**src/rtl/mem_access_ctrl.sv**
```systemverilog
`default_nettype none
// +----------------------------------------------------------------------------+
// | Module   : mem_access_ctrl                                                 |
// | Purpose  : CPU-side bus master for the MOV/MOC byte RAM. It latches one    |
// |            load/store, runs the four-phase handshake and returns extended  |
// |            read data. Optional macro MEM_ALIGN_CHECK_EN rejects misaligned |
// |            halfword/word accesses before the RAM is strobed.               |
// | Revision : 1.0  initial release                                            |
// +----------------------------------------------------------------------------+
module mem_access_ctrl #(
    parameter int unsigned TIMEOUT_CYCLES = 16
) (
    input  logic        Clk,
    input  logic        Reset,
    input  logic        req,
    input  logic        rw,
    input  logic [1:0]  size,
    input  logic [7:0]  addr,
    input  logic [31:0] wdata,
    input  logic        sign_ext,
    output logic        busy,
    output logic        done,
    output logic        err,
    output logic [31:0] rdata,
    output logic        mem_MOV,
    output logic        mem_R_W,
    output logic [1:0]  mem_size,
    output logic [7:0]  mem_Address,
    output logic [31:0] mem_DataIn,
    input  logic [31:0] mem_DataOut,
    input  logic        mem_MOC
);

    localparam int unsigned         c_CNT_W   = $clog2(TIMEOUT_CYCLES + 1);
    localparam logic [c_CNT_W-1:0]  c_CNT_MAX = c_CNT_W'(TIMEOUT_CYCLES);

    localparam logic [2:0] c_IDLE    = 3'd0;
    localparam logic [2:0] c_SETUP   = 3'd1;
    localparam logic [2:0] c_ACCESS  = 3'd2;
    localparam logic [2:0] c_RELEASE = 3'd3;
    localparam logic [2:0] c_DONE    = 3'd4;

    logic [2:0]         r_state;
    logic [c_CNT_W-1:0] r_cnt;
    logic               r_mov;
    logic               r_busy;
    logic               r_done;
    logic               r_err;
    logic [31:0]        r_rdata;
    logic               r_rw;
    logic [1:0]         r_size;
    logic [7:0]         r_addr;
    logic [31:0]        r_wdata;
    logic               r_sext;
    logic               r_abort;

    logic [2:0]         w_next;
    logic [c_CNT_W-1:0] w_cnt_next;
    logic               w_mov_next;
    logic               w_err_next;
    logic               w_accept;
    logic               w_capture;
    logic               w_abort;
    logic [31:0]        w_rdata_ext;

    // Requests that must never reach the RAM are flagged at acceptance.
    always_comb begin
        w_abort = (size == 2'b11);
`ifdef MEM_ALIGN_CHECK_EN
        if ((size == 2'b01 && addr[0]) || (size == 2'b10 && addr[1:0] != 2'b00)) begin
            w_abort = 1'b1;
        end
`endif
    end

    always_comb begin
        case (r_size)
            2'b00:   w_rdata_ext = {{24{r_sext & mem_DataOut[7]}},  mem_DataOut[7:0]};
            2'b01:   w_rdata_ext = {{16{r_sext & mem_DataOut[15]}}, mem_DataOut[15:0]};
            default: w_rdata_ext = mem_DataOut;
        endcase
    end

    always_comb begin
        w_next     = r_state;
        w_cnt_next = r_cnt;
        w_mov_next = r_mov;
        w_err_next = 1'b0;
        w_accept   = 1'b0;
        w_capture  = 1'b0;
        case (r_state)
            c_IDLE: begin
                if (req) begin
                    w_accept = 1'b1;
                    w_next   = c_SETUP;
                end
            end
            // Aborted requests still spend this cycle, so done lands one edge after acceptance.
            c_SETUP: begin
                w_cnt_next = '0;
                if (r_abort) begin
                    w_err_next = 1'b1;
                    w_next     = c_DONE;
                end else begin
                    w_mov_next = 1'b1;
                    w_next     = c_ACCESS;
                end
            end
            c_ACCESS: begin
                if (r_cnt == c_CNT_MAX) begin
                    w_mov_next = 1'b0;
                    w_err_next = 1'b1;
                    w_next     = c_DONE;
                end else if (mem_MOC) begin
                    w_capture  = r_rw;
                    w_mov_next = 1'b0;
                    w_next     = c_RELEASE;
                end else begin
                    w_cnt_next = r_cnt + c_CNT_W'(1);
                end
            end
            c_RELEASE: begin
                if (r_cnt == c_CNT_MAX) begin
                    w_err_next = 1'b1;
                    w_next     = c_DONE;
                end else if (!mem_MOC) begin
                    w_cnt_next = '0;
                    w_next     = c_DONE;
                end else begin
                    w_cnt_next = r_cnt + c_CNT_W'(1);
                end
            end
            c_DONE:  w_next = c_IDLE;
            default: w_next = c_IDLE;
        endcase
    end

    always_ff @(posedge Clk) begin
        if (Reset) begin
            r_state <= c_IDLE;
            r_cnt   <= '0;
            r_mov   <= 1'b0;
            r_busy  <= 1'b0;
            r_done  <= 1'b0;
            r_err   <= 1'b0;
            r_rdata <= '0;
            r_rw    <= 1'b0;
            r_size  <= '0;
            r_addr  <= '0;
            r_wdata <= '0;
            r_sext  <= 1'b0;
            r_abort <= 1'b0;
        end else begin
            r_state <= w_next;
            r_cnt   <= w_cnt_next;
            r_mov   <= w_mov_next;
            r_busy  <= (w_next != c_IDLE);
            r_done  <= (w_next == c_DONE);
            r_err   <= w_err_next;
            if (w_accept) begin
                r_rw    <= rw;
                r_size  <= size;
                r_addr  <= addr;
                r_wdata <= wdata;
                r_sext  <= sign_ext;
                r_abort <= w_abort;
            end
            if (w_capture) begin
                r_rdata <= w_rdata_ext;
            end
        end
    end

    assign busy        = r_busy;
    assign done        = r_done;
    assign err         = r_err;
    assign rdata       = r_rdata;
    assign mem_MOV     = r_mov;
    assign mem_R_W     = r_rw;
    assign mem_size    = r_size;
    assign mem_Address = r_addr;
    assign mem_DataIn  = r_wdata;

endmodule
`default_nettype wire

```
**config.mk**
```make
export PLATFORM = sky130hd
export DESIGN_NAME = mem_access_ctrl
export DESIGN_NICKNAME = d
export VERILOG_FILES = /design/src/rtl/mem_access_ctrl.sv
export SDC_FILE = /design/constraint.sdc
export NUM_CORES = 1
export LEC_CHECK = 0
export ABC_AREA = 1
export CORE_AREA = 2 2 68 135
export DETAILED_ROUTE_END_ITERATION = 7
export DIE_AREA = 0 0 70 137
export GPL_ROUTABILITY_DRIVEN = 0
export PLACE_DENSITY = 0.86
export RECOVER_POWER = 100
export REMOVE_ABC_BUFFERS = 1
export SYNTH_ARGS = -nofsm -noshare
export SYNTH_HDL_FRONTEND = slang
export SYNTH_SLANG_ARGS = --single-unit
export TNS_END_PERCENT = 100
```
**constraint.sdc**
```tcl
create_clock -name Clk -period 1.78 [get_ports Clk]
set_input_delay 0.356 -clock Clk [delete_from_list [all_inputs] [get_ports Clk]]
set_output_delay 0.356 -clock Clk [all_outputs]
set_load 0.02 [all_outputs]
```
==> summary.md <==
| Metric | Value |
|---|---|
| Number of synthesized register bits | `approximately 90` |
| Core ar. | `roughly 8500 um^2` |
| Largest net degree at the start of global routing | `60` |
| GRT Total Usage | `0.214` |
| Clock skew | `0.00767 ns` |
| CTS max path bufs | `2` |
| Post-route ant nets | `0` |
| Vias/cell | `slightly below 5` |
| Crit share post-route | `0.967` |
| Die W | `70 um` |
| CP required | `between 1 and 1.5 ns` |
| Most frequent cells in the layout | `nor2_1, clkdlybuf4s50_1, dfxtp_1` |
| Reg area | `around 1800 um^2` |
| Layout area overhead | `56.2%` |
| CP max-delay cell | `dlygate4sd3_1` |
| Number of fill cells in the layout | `around 730` |
| Wire per inst | `approximately 14 um` |
| Layout cells sized above 1 | `0.0693` |
| Area contributors post-synth | `dfxtp_1, nor2_1, o21ai_0` |
| Final setup violation count | `0` |
| CTS tree | `built` |
| DRT Pass-1 Iters | `8` |
| Die area | `approximately 9600 um^2` |
| IO Port Bufs | `between 150 and 200` |
| Placed cell count | `719` |
| Antenna diodes | `0` |
| Vias in the first global route | `~3400` |
| Max cap viols | `0` |
| Synth Cell Area | `3550 um^2` |
| Hold Slack | `~0.44 ns` |
| Total wire length | `10400 um` |
| Fin nets | `about 710` |
| Ys Warns | `0` |
| Initial Util | `0.416` |
| Crit. End Element | `output port` |
| RSZ-0062 raised after global routing | `no` |
| Multi-input logic area | `between 1000 and 1500 um^2` |
| Fmax | `around 580 MHz` |
| IO Count | `around 160` |
| Fin crit period | `about 1.7 ns` |
| Fin area | `around 5500 um^2` |
| Netlist cell types | `27` |
| Cell taking the most area after synthesis | `dfxtp_1` |
| Leakage Power | `~0.0024 uW` |
| CP cell instances | `dlygate4sd3_1` |
| Initial antenna violation count | `0` |
| Final Hold Viols | `0` |
| Register area share after synthesis | `0.502` |
| DRT iter0 DRCs | `270` |
| Hold WC Path Type | `reg2reg` |
| Min-delay src | `rdata[4]$_SDFFE_PP0P_` |
| R2R Setup Slk | `0.18 ns` |
| Post-CTS repair timing setup buffer count | `0` |
| Syn Inst Count | `between 400 and 500` |
| Reg2reg start | `r_cnt[0]$_SDFFE_PP0P_` |
| Status | `completed` |
| Clock-pin slew on the worst setup and hold paths | `roughly 0.060 ns` |
| Clk Latency, worst-skew pair | `between 0.3 and 0.4 ns` |
| Worst rel slew slack | `0.787` |
| FP Rows | `48` |
| Drc violations | `0` |
| CP peak stage delay | `~0.7 ns` |
| Syn avg cell area | `around 7.5 um^2` |
| Most common cell after layout, fill and taps aside | `nor2_1` |
| H-Tree Depth | `3` |
| Fin util | `0.649` |
| First-pass GRT wire length | `approximately 16000 um` |
| Grt ovf | `0` |
| DP HPWL | `7690 um` |
| CTS Buf Count | `9` |
| Least-Margin Pin Slew | `approximately 0.32 ns` |
| Vias | `3640` |
| Die height | `around 140 um` |
| Crit path max fanout | `2` |
| Worst path bufs/invs | `1` |
| Root buf cell | `clkbuf_16` |
| Placed cell areas | `5260 um^2` |
| Worst VDD drop | `0.920 mV` |
| Synth top area share | `0.502` |
| Worst EP arrival | `1.36 ns` |
| Top delay family on crit path | `buffers and inverters` |
| Pins over their slew limit | `0` |
| Setup CP Type | `reg2out` |
| Clk sink count | `89` |
| CP Launch Type | `flop` |
| Post-Layout Cell Count | `roughly 740` |
| Worst Setup SP | `rdata[13]$_SDFFE_PP0P_` |
| Power Dens Cells | `approximately 930 nW/um^2` |
[path summary, 6_finish.rpt]
kind | to | cells after the start
worst max-delay path | rdata[13] | 1
worst min-delay path | rdata[4]$_SDFFE_PP0P_ | 2
worst max register to register | rdata[3]$_SDFFE_PP0P_ | 7
worst min register to register | rdata[4]$_SDFFE_PP0P_ | 2
[cell usage after synthesis (all sizes together)]
cell type	count
a211oi	1
clkbuf	5
nand3	12
ha	2
nand2	78
inv	47
nor2	98
dfxtp	89
buf	23
o31ai	1
o21ai	69
nand4	4
a21boi	1
a21oi	41
or2	1
o21bai	2
[worst reg2reg max path, delay by kind of cell (launching register included)]
kind                       cells  cell delay [ns]
DFF                            1             0.39
AOI/OAI and AO/OA              2             0.25
and+or+nand+nor                2             0.29
adders and majority gates      1             0.23
buffers and inverters          2             0.33
[per-layer routing]
layer | wire (um) | track usage | vias up | share of wire
met1 | 3710 | 0.231 | 1685 | 0.36
met4 | 300 | 0.0962 | 0 | 0.029
met5 | 0 | 0 | - | 0
li1 | - | - | 1811 | -
met2 | 5920 | 0.398 | 121 | 0.57
met3 | 473 | 0.0398 | 23 | 0.045
[registers in the layout, summed over array words and instances, names as in the netlist]
name and cells:
mem_DataIn 32, rdata 32, mem_Address 8, r_cnt 5, r_state 3, mem_size 2, busy 1, done 1
err 1, mem_MOV 1, mem_R_W 1, r_abort 1, r_sext 1
[power by group]
group          total, uW  switching [uW]  internal, uW
clock               1900             738          1160
combinational       1020             547           476
sequential          2210            74.3          2130
[kinds of logic (layout without fill, tap and decap cells)]
logic type	Yosys count	in the layout	share of synthesized area
fa+ha+maj	2	2	0.00706
compound gates	115	115	0.171
flops	89	89	0.502
buf+inv	75	236	0.0953
simple gates	193	193	0.224
[metrics by stage]
stage	power, uW	TNS [ns]	setup slack (ns)
floorplan	2730	-7.71	-0.208
global placement	3300	0	0.0819
detailed placement	3330	0	0.0458
CTS	5240	0	0.0157
global route	5360	0	0.0312
finish	5130	0	0.0596
[area by class of cell]
| class | instances | area share |
|---|---|---|
| clock inverters | 4 | 0.00926 |
| well taps | 100 | 0.0226 |
| repair buffers | 173 | 0.311 |
| multi-input cells | 310 | 0.256 |
| inverters | 47 | 0.0323 |
| clock buffers | 12 | 0.0463 |
| flip-flops and latches | 89 | 0.322 |
[repair_timing]
item,in CTS,in global routing
hold buffers,0,0
resized for setup,0,1
endpoints found under the hold margin,0,0
setup endpoints to repair,0,1
(Power assumes the default switching activity.)
